`src/rtl/tank_pkg.sv`:
```
// Shared map types and constants for the tank game field.
// MAP_SERVER_DEFAULT_MAZE_EN adds the built-in interior obstacle pattern.
package tank_pkg;

  localparam int unsigned MAP_W             = 64;
  localparam int unsigned MAP_H             = 44;
  localparam int unsigned STATUS_BAR_HEIGHT = 4;

  typedef logic [5:0] coord_t;

  typedef struct packed {
    coord_t x;
    coord_t y;
    logic   wall;
  } wr_req_t;

`ifdef MAP_SERVER_DEFAULT_MAZE_EN
  function automatic logic [MAP_W-1:0] maze_row(input coord_t r);
    logic [MAP_W-1:0] v;
    v = '0;
    if (r == 6'd10 || r == 6'd22 || r == 6'd33) begin
      v[23:16] = '1;
      v[47:40] = '1;
    end
    if ((r >= 6'd5 && r <= 6'd15) || (r >= 6'd28 && r <= 6'd38)) begin
      v[31] = 1'b1;
      v[32] = 1'b1;
    end
    return v;
  endfunction
`endif

endpackage

```
`src/rtl/map_wr_fifo.sv`:
```
// Synchronous FIFO of pending wall edits; DEPTH must be a power of 2.
module map_wr_fifo
  import tank_pkg::*;
#(
  parameter int unsigned DEPTH = 8
) (
  input  logic                   clk,
  input  logic                   rst,
  input  logic                   push_i,
  input  wr_req_t                data_i,
  input  logic                   pop_i,
  output wr_req_t                data_o,
  output logic                   full_o,
  output logic                   empty_o,
  output logic [$clog2(DEPTH):0] count_o
);

  localparam int unsigned AW = $clog2(DEPTH);

  wr_req_t       mem_q [DEPTH];
  logic [AW-1:0] wr_ptr_q, wr_ptr_d;
  logic [AW-1:0] rd_ptr_q, rd_ptr_d;
  logic [AW:0]   count_q, count_d;
  logic          do_push, do_pop;

  assign full_o  = (count_q == (AW+1)'(DEPTH));
  assign empty_o = (count_q == '0);
  assign do_push = push_i && !full_o;
  assign do_pop  = pop_i && !empty_o;
  assign data_o  = mem_q[rd_ptr_q];
  assign count_o = count_q;

  always_comb begin
    wr_ptr_d = wr_ptr_q;
    rd_ptr_d = rd_ptr_q;
    count_d  = count_q;
    if (do_push) wr_ptr_d = wr_ptr_q + 1'b1;
    if (do_pop)  rd_ptr_d = rd_ptr_q + 1'b1;
    case ({do_push, do_pop})
      2'b10:   count_d = count_q + 1'b1;
      2'b01:   count_d = count_q - 1'b1;
      default: count_d = count_q;
    endcase
  end

  always_ff @(posedge clk) begin
    if (rst) begin
      wr_ptr_q <= '0;
      rd_ptr_q <= '0;
      count_q  <= '0;
    end else begin
      wr_ptr_q <= wr_ptr_d;
      rd_ptr_q <= rd_ptr_d;
      count_q  <= count_d;
    end
  end

  always_ff @(posedge clk) begin
    if (!rst && do_push) mem_q[wr_ptr_q] <= data_i;
  end

endmodule

```
`src/rtl/map_server.sv`:
```
// Wall-bitmap responder for the VGA map-request interface; edits commit only in blanking.
// MAP_SERVER_DEFAULT_MAZE_EN enables the default interior maze during INIT.
module map_server
  import tank_pkg::*;
#(
  parameter int unsigned MAP_W      = 64,
  parameter int unsigned MAP_H      = 44,
  parameter int unsigned FIFO_DEPTH = 8
) (
  input  logic                        clk,
  input  logic                        rst,
  input  logic                        i_buzy,
  input  logic [5:0]                  i_request_x,
  input  logic [5:0]                  i_request_y,
  output logic                        o_is_wall,
  input  logic                        i_wr_valid,
  output logic                        o_wr_ready,
  input  logic [5:0]                  i_wr_x,
  input  logic [5:0]                  i_wr_y,
  input  logic                        i_wr_wall,
  output logic                        o_init_done,
  output logic [$clog2(FIFO_DEPTH):0] o_pending
);

  typedef enum logic {INIT, RUN} state_e;

  localparam logic [6:0] W7       = 7'(MAP_W);
  localparam logic [6:0] H7       = 7'(MAP_H);
  localparam coord_t     LAST_ROW = coord_t'(MAP_H - 1);

  state_e           state_q, state_d;
  coord_t           row_q, row_d;
  logic             init_we;
  logic [MAP_W-1:0] init_row;
  logic [MAP_W-1:0] map_q [MAP_H];
  logic             is_wall_q;
  logic             init_done_q;

  wr_req_t wr_req, head;
  logic    fifo_full, fifo_empty, pop, head_interior, req_oor;

  assign wr_req = '{x: i_wr_x, y: i_wr_y, wall: i_wr_wall};

  map_wr_fifo #(.DEPTH(FIFO_DEPTH)) u_fifo (
    .clk     (clk),
    .rst     (rst),
    .push_i  (i_wr_valid && o_wr_ready),
    .data_i  (wr_req),
    .pop_i   (pop),
    .data_o  (head),
    .full_o  (fifo_full),
    .empty_o (fifo_empty),
    .count_o (o_pending)
  );

  always_comb begin
    state_d = state_q;
    row_d   = row_q;
    init_we = 1'b0;
    case (state_q)
      INIT: begin
        init_we = 1'b1;
        row_d   = row_q + 1'b1;
        if (row_q == LAST_ROW) begin
          state_d = RUN;
          row_d   = '0;
        end
      end
      RUN:     ;
      default: state_d = INIT;
    endcase
  end

  always_ff @(posedge clk) begin
    if (rst) begin
      state_q     <= INIT;
      row_q       <= '0;
      init_done_q <= 1'b0;
    end else begin
      state_q     <= state_d;
      row_q       <= row_d;
      init_done_q <= (state_q == RUN);
    end
  end

  always_comb begin
    if (row_q == '0 || row_q == LAST_ROW) begin
      init_row = '1;
    end else begin
      init_row = {1'b1, {(MAP_W-2){1'b0}}, 1'b1};
    end
`ifdef MAP_SERVER_DEFAULT_MAZE_EN
    init_row = init_row | maze_row(row_q);
`endif
  end

  // Border cells are indestructible, so only strictly interior edits reach the map.
  assign pop           = (state_q == RUN) && !i_buzy && !fifo_empty;
  assign head_interior = ({1'b0, head.x} >= 7'd1) && ({1'b0, head.x} < W7 - 7'd1) &&
                         ({1'b0, head.y} >= 7'd1) && ({1'b0, head.y} < H7 - 7'd1);

  always_ff @(posedge clk) begin
    if (!rst) begin
      if (init_we) begin
        map_q[row_q] <= init_row;
      end else if (pop && head_interior) begin
        map_q[head.y][head.x] <= head.wall;
      end
    end
  end

  assign req_oor = ({1'b0, i_request_x} >= W7) || ({1'b0, i_request_y} >= H7);

  always_ff @(posedge clk) begin
    if (rst) begin
      is_wall_q <= 1'b1;
    end else if (state_q != RUN || req_oor) begin
      is_wall_q <= 1'b1;
    end else begin
      is_wall_q <= map_q[i_request_y][i_request_x];
    end
  end

  assign o_is_wall   = is_wall_q;
  assign o_init_done = init_done_q;
  assign o_wr_ready  = (state_q == RUN) && !fifo_full;

endmodule
```
`config.mk`:
```
export PLATFORM = sky130hd
export DESIGN_NAME = map_server
export DESIGN_NICKNAME = d
export VERILOG_FILES = /design/src/rtl/tank_pkg.sv /design/src/rtl/map_wr_fifo.sv /design/src/rtl/map_server.sv
export SDC_FILE = /design/constraint.sdc
export NUM_CORES = 2
export LEC_CHECK = 0
export CORE_ASPECT_RATIO = 1.5
export CORE_MARGIN = 4
export CORE_UTILIZATION = 45
export CTS_CLUSTER_SIZE = 20
export DETAILED_ROUTE_END_ITERATION = 6
export GPL_ROUTABILITY_DRIVEN = 0
export PLACE_DENSITY = 0.68
export SETUP_SLACK_MARGIN = 0.1
export SLEW_MARGIN = 20
export SYNTH_ARGS = -nofsm -noshare
export SYNTH_HDL_FRONTEND = slang
export SYNTH_HIERARCHICAL = 1
export SYNTH_SLANG_ARGS = --single-unit
```
`constraint.sdc`:
```
create_clock -name clk -period 457.2 [get_ports clk]
set_input_delay 137.16 -clock clk [delete_from_list [all_inputs] [get_ports clk]]
set_output_delay 137.16 -clock clk [all_outputs]
set_load 0.05 [all_outputs]
```
==> summary.md <==
| Metric | Value |
|---|---|
| Status | `finished, violations left` |
| Failing checks | `design-rule violations` |
| Post-CTS Setup Bufs | `0` |
| Top cell type's share of synthesized area | `68.7%` |
| # rows | `between 200 and 250` |
| Residual DRC | `9` |
| Worst-margin pin slew | `1300 ps` |
| Clock sink total | `just under 3000` |
| Die height | `660 µm` |
| Clock Tree Root | `clkbuf_16` |
| Core ar. | `282000 µm²` |
| Utilization after layout | `49.8%` |
| CTS Hold Bufs | `0` |
| HPWL Detailed | `around 220 mm` |
| CTS Buffer Depth | `4` |
| Number of port buffers | `35` |
| WP data arrival | `143640 ps` |
| Via density | `between 6 and 7` |
| H-tree depth | `5` |
| Type of the most critical hold path | `flip-flop to flip-flop` |
| Hold Path Stages | `2` |
| Io pins | `36` |
| Maxcap violations | `0` |
| Register-to-Register Path Depth | `15` |
| Initial antenna violation count | `23` |
| Clock transition at the registers of the reported paths | `70 ps` |
| Gr usage total | `27.3%` |
| Hold endpoint | `row_q[1]$_SDFFE_PP0N_` |
| Critical Path Max Stage Delay | `940 ps` |
| CP Cell Sequence | `buf_8, buf_4, buf_4, buf_4, mux4_2, a22oi_1, nand2_1, nand2_1, a221oi_1, o21ai_0, o2111ai_1, nand4b_1` |
| CTS tree | `built` |
| Post-Syn Area | `128000 µm²` |
| Critical path endpoint category | `flip-flop` |
| Initial drt markers | `about 13000` |
| Setup_tns | `0 ps` |
| Critical Path Fanout Max | `74` |
| Flop2flop setup slack | `449260 ps` |
| Min Tclk post-route | `approximately 140000 ps` |
| Worst relative slew slack | `13.3%` |
| Final Hold Fails | `0` |
| Die width | `443 µm` |
| Post-synth EDFFs | `approximately 3000` |
| Worst vdd rail ir drop | `0.00000320 V` |
| #FFs+latches synth | `2942` |
| P_leak | `47.5 nW` |
| Synth Flop Type | `edfxtp_1` |
| Reg2reg end | `map_q[16][22]$_DFFE_PP_` |
| Top cells by area in the synthesized netlist | `edfxtp_1, mux4_2, nor2_1` |
| First-pass GRT wire length | `572 mm` |
| CP required | `457890 ps` |
| TritonRoute pass-1 iters | `7` |
| HP Start | `row_q[1]$_SDFFE_PP0N_` |
| GRT overflow | `0` |
| Syn Inst Count | `8800` |
| # resized after CTS | `0` |
| Setup Crit Path Kind | `input pin to flip-flop` |
| Achievable Freq | `0.00700 GHz` |
| Fin. max-slew vios | `0` |
| RSZ-0062 raised after global routing | `no` |
| Fin nets | `8531` |
| Share of flip-flops with an asynchronous set or reset | `0%` |
| Share of layout cells above drive strength 1 | `16.1%` |
| Worst-case clock skew | `47.6 ps` |
| Final wirelength | `~400 mm` |
| Crit share post-route | `31.3%` |
| Clock buffer count from CTS | `270` |
| Die area | `292000 µm²` |
| Largest net degree at the start of global routing | `270` |
| Mapped Nets | `between 8000 and 9000` |
| CP max stage cell | `buf_4` |
| Ys Warns | `6` |
| Hold slack | `approximately 530 ps` |
| Via count | `roughly 80000` |
| Final antenna-violating net count | `0` |
| Clock latency on the worst-skew pair | `870 ps` |
| CP Launch Type | `input pin` |
| Number of global-route vias before repair | `between 70000 and 80000` |
| Synth area leader | `edfxtp_1` |
| Mapped Avg Cell Area | `14.5 µm²` |
| Post-synth cell types | `86` |
| Initial core utilization | `a little under half` |
| Setup violators final | `0` |
| CP most frequent cell | `buf_4` |
| Area grow syn2layout | `10.1%` |
| Seq/Total Area, Yosys | `69.1%` |
| DR WL/cell | `32.8 µm` |
| Power density over the cells | `~4.1 nW/µm²` |
[per-layer routing]
layer	track usage (%)	vias up	wire length [µm]
met4	18.8	8	32400
met2	45.0	5867	196000
li1	-	31807	-
met3	5.79	1405	49600
met5	0	-	54
met1	32.4	41288	129000
[worst max path at each step]
stage                              end  slack (ps)  cells after the start           start
2_1_floorplan   map_q[0][10]$_DFFE_PP_      139990                      8          i_buzy
3_3_place_gp   map_q[41][57]$_DFFE_PP_      313520                     13          i_buzy
3_5_place_dp   map_q[40][41]$_DFFE_PP_      313170                     13          i_buzy
4_1_cts        map_q[12][57]$_DFFE_PP_      314060                     13          i_buzy
5_1_grt        map_q[40][57]$_DFFE_PP_      313800                     13          i_buzy
6_report          o_is_wall$_SDFF_PP1_      314250                     12  i_request_y[1]
[per-stage QoR]
stage / total power, mW / instance area (µm²) / std cells / worst slack [ps]
2_1_floorplan: 0.431 / 128000 / 8800 / 139990
3_3_place_gp: 0.352 / 131000 / 11920 / 313520
3_5_place_dp: 0.354 / 131000 / 11929 / 313170
4_1_cts: 0.570 / 140000 / 12391 / 314060
5_1_grt: 0.584 / 140000 / 12421 / 313800
6_report: 0.571 / 140000 / 12436 / 314250
[state kept, by name, indices dropped and copies added (netlist names), named ones only]
signal / count
map_q: 2816
o_init_done: 1
o_is_wall: 1
row_q: 6
state_q: 1
u_fifo/count_o: 4
u_fifo/mem_q: 104
u_fifo/rd_ptr_q: 3
u_fifo/wr_ptr_q: 3
[Yosys cell counts, drive strengths merged, types with 17 or more instances]
library cell and instances:
a22oi 58, a221oi 58, inv 17, nand2 263, mux2 25, clkbuf 389, nor2b 20, buf 482
edfxtp 2920, and3 79, nor2 2882, mux4 610, nor3 40, a211oi 22, dfxtp 22, a31oi 45
o21ai 88, mux2i 298, o221ai 47, a21oi 158, nand3 47, o22ai 23
[kinds of logic (layout without fill, tap and decap cells)]
| group | count (synthesis) | after routing | synth area share (%) |
|---|---|---|---|
| simple gates | 3407 | 3407 | 10.6 |
| mux | 933 | 933 | 13.4 |
| other cells | 0 | 17 | 0 |
| flops | 2942 | 2942 | 69.1 |
| fa+ha+maj | 8 | 8 | 0.0844 |
| buf+inv | 890 | 774 | 3.51 |
| compound gates | 613 | 613 | 3.26 |
| xor+xnor | 7 | 7 | 0.0481 |
[where the power goes]
group | internal [mW] | switching [mW] | total [mW] | leakage (nW)
clock network | 0.122 | 0.0988 | 0.221 | 4.06
registers | 0.307 | 0.000388 | 0.307 | 26.6
logic | 0.0109 | 0.0322 | 0.0431 | 16.8
total | 0.440 | 0.131 | 0.571 | 47.5
[final cells by class]
class,instances,area (µm²)
fill,23432,142000
sequential,2942,88100
multi-input combinational,4968,36100
clock buffer,328,7180
tap,3735,4670
timing repair buffer,293,3090
clock inverter,134,1120
inverter,19,78.8
antenna,17,42.5
[critical path: cells and delay by family]
kind	cells	cell delay, ps
mux	1	420
compound gates	4	1700
buf+inv	4	3070
simple gates	3	1020
[layout by cell type (no fill, tap or decap), types with 48 or more instances in the layout]
cell       synthesis  final
edfxtp_1        2920   2920
nor2_1          2874   2866
mux4_2           586    586
mux2i_1          296    296
clkbuf_16          0    279
nand2_1          234    219
buf_4             50    208
a21oi_1          157    102
o21ai_0           87     86
and3_1            79     78
clkinv_1           2     65
a221oi_1          58     58
a22oi_1           58     58
a21oi_4            0     49
clkbuf_1         389     48
No activity file was read; power rests on OpenSTA's default activity.
